$ cat config.mk
export PLATFORM = sky130hd
export DESIGN_NAME = dbg_run_ctrl
export DESIGN_NICKNAME = d
export VERILOG_FILES = /design/src/rtl/dbg_run_ctrl.sv
export SDC_FILE = /design/constraint.sdc
export NUM_CORES = 1
export LEC_CHECK = 0
export ABC_AREA = 1
export BUFFER_PORTS_ARGS = -buffer_cell sky130_fd_sc_hd__buf_4
export CORE_UTILIZATION = 53
export DETAILED_ROUTE_END_ITERATION = 8
export PLACE_DENSITY = 0.8
export RECOVER_POWER = 25
export SYNTH_ARGS = -nofsm -noshare
export SYNTH_HDL_FRONTEND = slang
export SYNTH_SLANG_ARGS = --single-unit
export TNS_END_PERCENT = 1
$ cat constraint.sdc
create_clock -name sys_clk -period 1.4 [get_ports sys_clk]
set_input_delay 0.14 -clock sys_clk [delete_from_list [all_inputs] [get_ports sys_clk]]
set_output_delay 0.14 -clock sys_clk [all_outputs]
set_load 0.05 [all_outputs]
$ cat src/rtl/dbg_run_ctrl.sv
// Multi-core debug run control: per-core halt / N-cycle step / resume with glitch-free clock gating.
// Latency: a strobe at rising edge k updates halted at edge k; the first affected dbg_clk edge is k+1.
// Backpressure: none; strobes are always accepted. Optional PC breakpoint under DBG_BREAKPOINT_EN.
module dbg_run_ctrl #(
    parameter int NUM_CORES = 2,
    parameter int STEP_W    = 8,
    parameter int PC_W      = 32
) (
    input  logic                      sys_clk,
    input  logic                      dbg_rst,
    input  logic [NUM_CORES-1:0]      core_sel,
    input  logic                      cmd_halt,
    input  logic                      cmd_step,
    input  logic                      cmd_resume,
    input  logic [STEP_W-1:0]         step_count,
`ifdef DBG_BREAKPOINT_EN
    input  logic [NUM_CORES*PC_W-1:0] core_pc,
    input  logic [PC_W-1:0]           bp_addr,
    input  logic                      bp_arm,
    output logic [NUM_CORES-1:0]      bp_hit,
`endif
    output logic [NUM_CORES-1:0]      dbg_clk,
    output logic [NUM_CORES-1:0]      halted,
    output logic [NUM_CORES-1:0]      step_done
);

    typedef enum logic [1:0] {S_RUN, S_HALT, S_STEP} state_t;

    logic [NUM_CORES-1:0] bp_match;

`ifdef DBG_BREAKPOINT_EN
    for (genvar gi = 0; gi < NUM_CORES; gi++) begin : g_bp
        assign bp_match[gi] = bp_arm && (core_pc[gi*PC_W +: PC_W] == bp_addr);
    end
`else
    // PC_W plays no role without breakpoints; this is a constant-zero vector.
    assign bp_match = {NUM_CORES{PC_W == 0}};
`endif

    for (genvar gi = 0; gi < NUM_CORES; gi++) begin : g_core
        state_t             state;
        logic [STEP_W-1:0]  cnt;
        logic               clk_en;
        logic               gate;
        logic               halted_q;
        logic               done_q;
        logic               hlt_cmd;
        logic               stp_cmd;
        logic               res_cmd;
        logic               hlt_any;

        assign hlt_cmd = core_sel[gi] & cmd_halt;
        assign stp_cmd = core_sel[gi] & cmd_step & (step_count != '0);
        assign res_cmd = core_sel[gi] & cmd_resume;
        assign hlt_any = hlt_cmd | bp_match[gi];

        always_ff @(posedge sys_clk or negedge dbg_rst) begin
            if (!dbg_rst) begin
                state    <= S_RUN;
                cnt      <= '0;
                clk_en   <= 1'b1;
                halted_q <= 1'b0;
                done_q   <= 1'b0;
`ifdef DBG_BREAKPOINT_EN
                bp_hit[gi] <= 1'b0;
`endif
            end else begin
                done_q <= 1'b0;
                case (state)
                    S_RUN: begin
                        if (hlt_any) begin
                            state    <= S_HALT;
                            clk_en   <= 1'b0;
                            halted_q <= 1'b1;
`ifdef DBG_BREAKPOINT_EN
                            if (bp_match[gi]) bp_hit[gi] <= 1'b1;
`endif
                        end
                    end
                    S_HALT: begin
                        // A halt strobe outranks step/resume even though it changes nothing here.
                        if (!hlt_cmd && stp_cmd) begin
                            state    <= S_STEP;
                            clk_en   <= 1'b1;
                            halted_q <= 1'b0;
                            cnt      <= step_count - 1'b1;
`ifdef DBG_BREAKPOINT_EN
                            bp_hit[gi] <= 1'b0;
`endif
                        end else if (!hlt_cmd && res_cmd) begin
                            state    <= S_RUN;
                            clk_en   <= 1'b1;
                            halted_q <= 1'b0;
`ifdef DBG_BREAKPOINT_EN
                            bp_hit[gi] <= 1'b0;
`endif
                        end
                    end
                    S_STEP: begin
                        if (hlt_any) begin
                            state    <= S_HALT;
                            clk_en   <= 1'b0;
                            halted_q <= 1'b1;
`ifdef DBG_BREAKPOINT_EN
                            if (bp_match[gi]) bp_hit[gi] <= 1'b1;
`endif
                        end else if (res_cmd) begin
                            state <= S_RUN;
                        end else if (cnt == '0) begin
                            state    <= S_HALT;
                            clk_en   <= 1'b0;
                            halted_q <= 1'b1;
                            done_q   <= 1'b1;
                        end else begin
                            cnt <= cnt - 1'b1;
                        end
                    end
                    default: begin
                        state    <= S_RUN;
                        clk_en   <= 1'b1;
                        halted_q <= 1'b0;
                    end
                endcase
            end
        end

        // Gate changes only while sys_clk is low, so the AND below cannot glitch.
        always_ff @(negedge sys_clk or negedge dbg_rst) begin
            if (!dbg_rst) gate <= 1'b1;
            else          gate <= clk_en;
        end

        assign dbg_clk[gi]   = sys_clk & gate;
        assign halted[gi]    = halted_q;
        assign step_done[gi] = done_q;
    end

endmodule

* Yosys cells after proc, flatten, opt, wreduce, memory -nomap -nowiden
Cells that the tools add are included.
Storage, ports and cells: input port bits 15, flip-flop bits (word level) 28, output and inout bits 6, logic and storage cells 126
Cells by class: reduce and logical (&&, ||, !) cells 19, add/subtract/negate cells 3, multiplexer cells 60, equal/unequal tests 22, bitwise logic cells 10
Operators by type and width (count):
- $mux W8 | 8
- $mux W1 | 32
- $pmux W8 S2 | 2
- $mux W2 | 12
- $sub A8 B1 Y8 const B | 3
- $ne A2 B2 Y1 const B | 10
- $ne A3 B3 Y1 const B | 6
- $logic_not A8 Y1 | 2
- $pmux W1 S3 | 4
- $pmux W2 S3 | 2
- $and A1 B1 Y1 | 10
- $reduce_and A5 Y1 | 2
- $ne A4 B4 Y1 const B | 2
- $reduce_and A4 Y1 | 2
- $reduce_bool A8 Y1 | 1
- $reduce_and A3 Y1 | 2
- $eq A2 B1 Y1 const B | 2
- $eq A2 B2 Y1 const B | 2
- $logic_and A1 B1 Y1 | 4
- $logic_not A2 Y1 | 2
- $reduce_bool A2 Y1 | 2
- $logic_not A1 Y1 | 2

* Longest topological paths before layout
Gate-level depths: netlist of run 1.
depth after elaboration 6, gate-level depth with buffers 10, depth with buffers taken out 10

==> reports/qor.txt, run 1 <==
ANT nets after route = 0
Initial DRC count = 122
Pleak = 1.30 nW
Main combinational cell family by area after synthesis = simple AND/OR/NAND/NOR gates
Power per cell area = 1980 nW/um^2
Tot Pwr = 5.08 mW
Crit-path cells = nand2_1 > inv_1 > buf_6
Flop pwr share = 28.9%
Final RePlAce weighted congestion = 0.895
Starting Density = 55.7%
Max-cap violation count = 0
Area of the multi-input gates = 1220 um^2
Dpl hpwl = 3.44 mm
Core area = 3720 um^2
Sequential area share after synthesis = 34.1%
Worst Setup Start Kind = flip-flop
Min-delay src = core_sel[0]
Filler Cell Count = 306
Clock slew at reported path FFs = 0.10 ns
DIE AREA = 4160 um^2
Post-synth EDFFs = 0
Post-synthesis register bit count = 28
Total Wirelength = 4.52 mm
Largest net degree at the start of global routing = 18
Synth Area in Adders = 3.63%
Clock latency on the worst-skew pair = 0.48 ns
Setup ws final = -0.693 ns
Synth Warn # = 0
Setup Crit Path Kind = reg2out
Nets@finish = 346
RSZ-0062 raised after global routing = yes
Total setup buffers inserted after CTS = 0
Clk network pwr share = 23.9%
Top cells by area, synth = dfrtp_1 (29%), nand2_1 (18%), nand3_1 (6.0%)
Area leader, netlist = dfrtp_1
Asr flop ratio synth = 100%
Crit path DAT = 1.95 ns
Crit path max fanout = 1
Vias in the first global route = 1869
Layout area overhead = 24.1%
Req. time, crit path = 1.26 ns
Yosys cell types = 29
Drt drc = 0
Status = finished with violations
CTS tree = built
First-pass iteration count of the detailed router = 4
PortBufs = 20
RR Startpoint = g_core[0].cnt[1]
Failing checks = negative setup slack
Internal = 2.88 mW
Drt via density = 5.07
Share of cells above drive strength 1 = 33.5%
Worst setup EP type = output port
Slowest stage delay, CP = 0.51 ns
Compound-Gate Fraction of Synth Area = 7.92%
Tot GR Track Use = 24.3%
Final hold violation count = 0
Worst ir drop on vdd = 0.905 mV
Detailed-route via count = 1891
Post-Syn Nets = 302
Top cell types by occurrence after synthesis = nand2_1 (97), nand3_1 (25), dfrtp_1 (24)
Initial antenna violation count = 0
Die Ht = 64.5 um
Sw Ratio = 43.2%
Slew Limit Fails = 0
Core Rows = 22
Layout Skew = 0.0895 ns
Simple-gate share of the synthesized area = 41.2%
Routed len/inst = 12.1 um
Top-area cell type share of the netlist area = 29.0%
Slowest cell on the critical path = dfstp_2
First-pass GRT wire length = 7.65 mm
Combinational power share = 47.1%
Net Sw Power = 2.20 mW
Register area = 706 um^2
Top-count cell post-synth = nand2_1
Post-Route Setup TNS = -1.37 ns
Global route overflow = 0
Worst slew pin tran = 0.719 ns
Top Ports = 21
Worst min path class = in2reg
Final setup viols = 5
Post-Syn Area per Cell = 7.36 um^2
CP delay by family, top = flip-flops
CP bufs+invs = 2
Mux cell area share after synthesis = 0%
Slew HR = 52.1%
Die width = 64.5 um
Critical Path Start = g_core[1].gate
Post-synth top flop = dfrtp_1
Synth Area in XOR/XNOR = 3.39%
# diodes = 0
Post-Syn Instances = 281
Synthesized area = 2070 um^2
## worst reg2reg max path, stage by stage (launching register included)
cell and delay, ns:
dfrtp_1 0.41, inv_2 0.06, ha_1 0.15, nor3b_4 0.23
nand3_1 0.14, nand2_2 0.11, nand3_1 0.10, nand2_1 0.07
nand2_1 0.04
## per-stage QoR
| step | area [um^2] | util [%] | hold WS (ns) | cells | setup slack [ns] |
|---|---|---|---|---|---|
| 5_1_grt | 2570 | 69.1 | 0.0899 | 373 | -0.726 |
| 6_report | 2570 | 69.1 | 0.0759 | 373 | -0.693 |
| 3_3_place_gp | 2360 | 63.6 | -0.00405 | 362 | -0.193 |
| 4_1_cts | 2550 | 68.6 | 0.0762 | 373 | -0.695 |
| 3_5_place_dp | 2360 | 63.6 | 0.00449 | 362 | -0.197 |
| 2_1_floorplan | 2070 | - | -0.156 | 281 | -0.279 |
## cells in the final DEF, fill, tap and decap left out, types with 2 or more instances in the layout
cell type   n
and3_1      2
buf_4      37
clkbuf_1    2
clkbuf_8    7
dfrtp_1    24
dfstp_2     4
ha_1        5
inv_1      19
inv_2      16
inv_4       2
nand2_1    92
nand2_2    10
nand2_8     2
nand3_1    25
nand3_2     2
nand3_4     3
nand4_1     8
nor2_1     15
nor2_2      4
nor2_4      3
nor3b_4     2
o21ai_0    11
o21ai_2    11
xor2_1      7
## metal layers
metal  share of wire (%)  global-route usage (%)
met1                  45                    27.4
met3                 2.9                    7.57
met2                  51                    42.1
met4                 1.3                    10.6
met5                   0                       0
## flip-flops by register name, summed over array words and instances (netlist names)
name / flops
g_core.clk_en: 2
g_core.cnt: 16
g_core.done_q: 2
g_core.gate: 2
g_core.halted_q: 2
g_core.state: 4
## power by group through the flow
| stage | combinational, mW | sequential [mW] | clock [mW] |
|---|---|---|---|
| final | 2.39 | 1.47 | 1.22 |
| after global routing | 2.67 | 1.52 | 1.29 |
| after floorplan | 1.64 | 1.43 | 0.174 |
| after detailed placement | 2.31 | 1.46 | 0.226 |
| after global placement | 2.25 | 1.44 | 0.226 |
| after CTS | 2.37 | 1.45 | 1.20 |
## path summary, 6_finish.rpt
check | end | slack, ns | cells past startpoint
setup / recovery | dbg_clk[1] | -0.69 | 3
hold / removal | g_core[0].done_q | 0.08 | 4
setup reg to reg | g_core[0].halted_q | -0.01 | 8
hold reg to reg | g_core[1].clk_en | 0.47 | 2
max in group asynchronous | g_core[1].gate | 0.05 | 2
min in group asynchronous | g_core[0].done_q | 0.30 | 2
## layout make-up
cell class                 instances  share of cell area (%)
clock inverter                     4                   0.585
sequential                        28                    27.5
clock buffer                      11                    5.89
tap                               48                    2.34
timing repair buffer              39                    11.3
inverter                          33                    5.02
multi-input combinational        210                    47.3
## kinds of logic (layout without fill, tap and decap cells)
family	after synthesis	in the layout
buffers and inverters	43	87
AO/OA/AOI/OAI	24	24
adder cells (fa/ha/maj)	6	6
AND/OR/NAND/NOR	172	172
XOR/XNOR	8	8
flip-flops	28	28
## what timing repair did
item | in CTS | in global routing
hold buffers | 1 | 0
pin swaps | 3 | 1
endpoints found under the hold margin | 25 | 0
endpoints found under the setup margin | 14 | 27
gates resized for setup | 10 | 12
Note: power is estimated with default switching activity, not from simulation.
==> inputs of run 2 (changes only) <==
- SKIP_LAST_GASP: default -> 1
==> reports/qor.txt, run 2 (synthesized netlist as in run 1, its figures left out) <==
Status = finished with violations (unchanged)
Failing checks = negative setup slack (unchanged)
Layout Skew = 0.0806 ns (was 0.0895 ns)
Commonest cells after routing, fill and taps aside = nand2_1 (97), buf_4 (39), nand3_1 (25) (was nand2_1 (92), buf_4 (37), nand3_1 (25))
Clock latency on the worst-skew pair = 0.47 ns (was 0.48 ns)
Placed Cells = 362 (unchanged)
Met2 wire len = 2.22 mm (was 2.31 mm)
Max Used Layer = met4 (unchanged)
Post-DP Area = 2360 um^2 (unchanged)
RR Startpoint = g_core[0].cnt[1] (unchanged)
Initial antenna violation count = 0 (unchanged)
Most flops, register = g_core.cnt (unchanged)
Drt drc = 0 (unchanged)
R2r endpoint = g_core[0].cnt[7] (was g_core[0].halted_q)
Initial DRC count = 133 (was 122)
Dpl hpwl = 3.44 mm (unchanged)
Most common cell after layout, fill and taps aside = nand2_1 (unchanged)
Detailed-route via count = 1869 (was 1891)
Worst hold path endpoint = g_core[0].done_q (unchanged)
Hold Path Depth = 4 (unchanged)
Routed wl met3 = 145 um (was 133 um)
Final hold slack = 0.0763 ns (was 0.0759 ns)
Setup ws final = -0.714 ns (was -0.693 ns)
DIE AREA = 4160 um^2 (unchanged)
Total setup buffers inserted after CTS = 0 (unchanged)
Min-delay src = core_sel[0] (unchanged)
Vias in the first global route = 1838 (was 1869)
Clock slew at reported path FFs = 0.10 ns (about the same)
Max reg flops = 16 (unchanged)
Post-Route Setup TNS = -1.65 ns (was -1.37 ns)
Slew Limit Fails = 0 (unchanged)
Total Wirelength = 4.36 mm (was 4.52 mm)
PostCTS Resize Cnt = 0 (was 10)
Final setup viols = 13 (was 5)
CTS tree = built (unchanged)
Slew HR = 52.5% (was 52.1%)
Routed len/inst = 11.7 um (was 12.1 um)
Layout area overhead = 20.8% (was 24.1%)
Req. time, crit path = 1.26 ns (about the same)
Largest regs = g_core.cnt: 16 flops, g_core.state: 4 flops (unchanged)
DP Worst Slack = -0.197 ns (unchanged)
Drt via density = 5.01 (was 5.07)
Top Ports = 21 (unchanged)
Setup Crit Path Kind = reg2out (unchanged)
Tot GR Track Use = 23.8% (was 24.3%)
Worst Reg-to-Reg Cells = 9 (was 8)
Crit path max fanout = 1 (unchanged)
Worst min path class = in2reg (unchanged)
Starting Density = 55.7% (unchanged)
Layout Cells excl Fill = 373 (unchanged)
Worst R2R Setup Slack = -0.06 ns (was -0.01 ns)
M1 wire length = 1.93 mm (was 2.02 mm)
# diodes = 0 (unchanged)
Core area = 3720 um^2 (unchanged)
Worst slew pin tran = 0.712 ns (was 0.719 ns)
Nets@finish = 346 (unchanged)
Finished layout cell area = 2500 um^2 (was 2570 um^2)
Worst ir drop on vdd = 0.926 mV (was 0.905 mV)
Final hold violation count = 0 (unchanged)
Worst Setup Start Kind = flip-flop (unchanged)
First-pass GRT wire length = 7.48 mm (was 7.65 mm)
ANT nets after route = 0 (unchanged)
Worst setup EP type = output port (unchanged)
RSZ-0062 raised after global routing = yes (unchanged)
Largest net degree at the start of global routing = 18 (unchanged)
Global route overflow = 0 (unchanged)
Max-cap violation count = 0 (unchanged)
PortBufs = 20 (unchanged)
First-pass iteration count of the detailed router = 4 (unchanged)
Crit path DAT = 1.97 ns (was 1.95 ns)
Power per cell area = 1960 nW/um^2 (was 1980 nW/um^2)
Share of cells above drive strength 1 = 29.8% (was 33.5%)
Core Rows = 22 (unchanged)
Pleak = 1.29 nW (was 1.30 nW)
Die Ht = 64.5 um (unchanged)
Die width = 64.5 um (unchanged)
Final RePlAce weighted congestion = 0.895 (unchanged)
-- run 2: cell count changes in the layout (fill, tap and decap cells not counted), moves of 2 or more --
cell | previous run | this run
buf_4 | 37 | 39
nand2_8 | 2 | 0
nand2_1 | 92 | 97
inv_1 | 19 | 24
nand2_4 | 1 | 3
nand2_2 | 10 | 5
nor3b_2 | 0 | 2
nor3b_4 | 2 | 0
inv_2 | 16 | 12
-- run 2: worst max-delay path, stage by stage, from the launching register on --
cell     delay (ns)
dfstp_2        0.51
nand2_1        0.05
inv_1          0.06
buf_4          0.19
-- run 2: how the worst max path moves through the flow --
stage | cells after the start | from | endpoint
floorplan | 2 | g_core[1].gate | dbg_clk[1]
global placement | 3 | g_core[1].gate | dbg_clk[1]
detailed placement | 3 | g_core[1].gate | dbg_clk[1]
CTS | 3 | g_core[1].gate | dbg_clk[1]
global route | 3 | g_core[0].gate | dbg_clk[0]
finish | 3 | g_core[1].gate | dbg_clk[1]
-- run 2: where the power goes --
| group | switching [mW] | internal, mW |
|---|---|---|
| registers | 0.247 | 1.20 |
| clock network | 0.508 | 0.631 |
| logic | 1.35 | 0.962 |
| total | 2.10 | 2.79 |
-- run 2: per-layer routing --
layer  track usage (%)  up-vias
met2              41.4       30
met4              9.44        0
met1              26.8      851
li1                  -      982
met5                 0        -
met3              7.57        6
-- run 2: what timing repair did --
| item | CTS | global route |
|---|---|---|
| endpoints found under the setup margin | 14 | 28 |
| hold buffers | 1 | 0 |
| endpoints found under the hold margin | 25 | 0 |
-- run 2: area by class of cell --
class	instances	area [um^2]
fillers	319	1220
multi-input cells	210	1160
flip-flops and latches	28	706
repair buffers	39	292
clock buffers	11	140
inverters	33	126
well taps	48	60.1
clock inverters	4	15.0
-- run 2: per-stage QoR --
stage	power (mW)	utilization [%]
4_1_cts	4.94	67.4
2_1_floorplan	3.25	-
3_5_place_dp	4.00	63.6
3_3_place_gp	3.91	63.6
5_1_grt	5.30	67.3
6_report	4.89	67.3
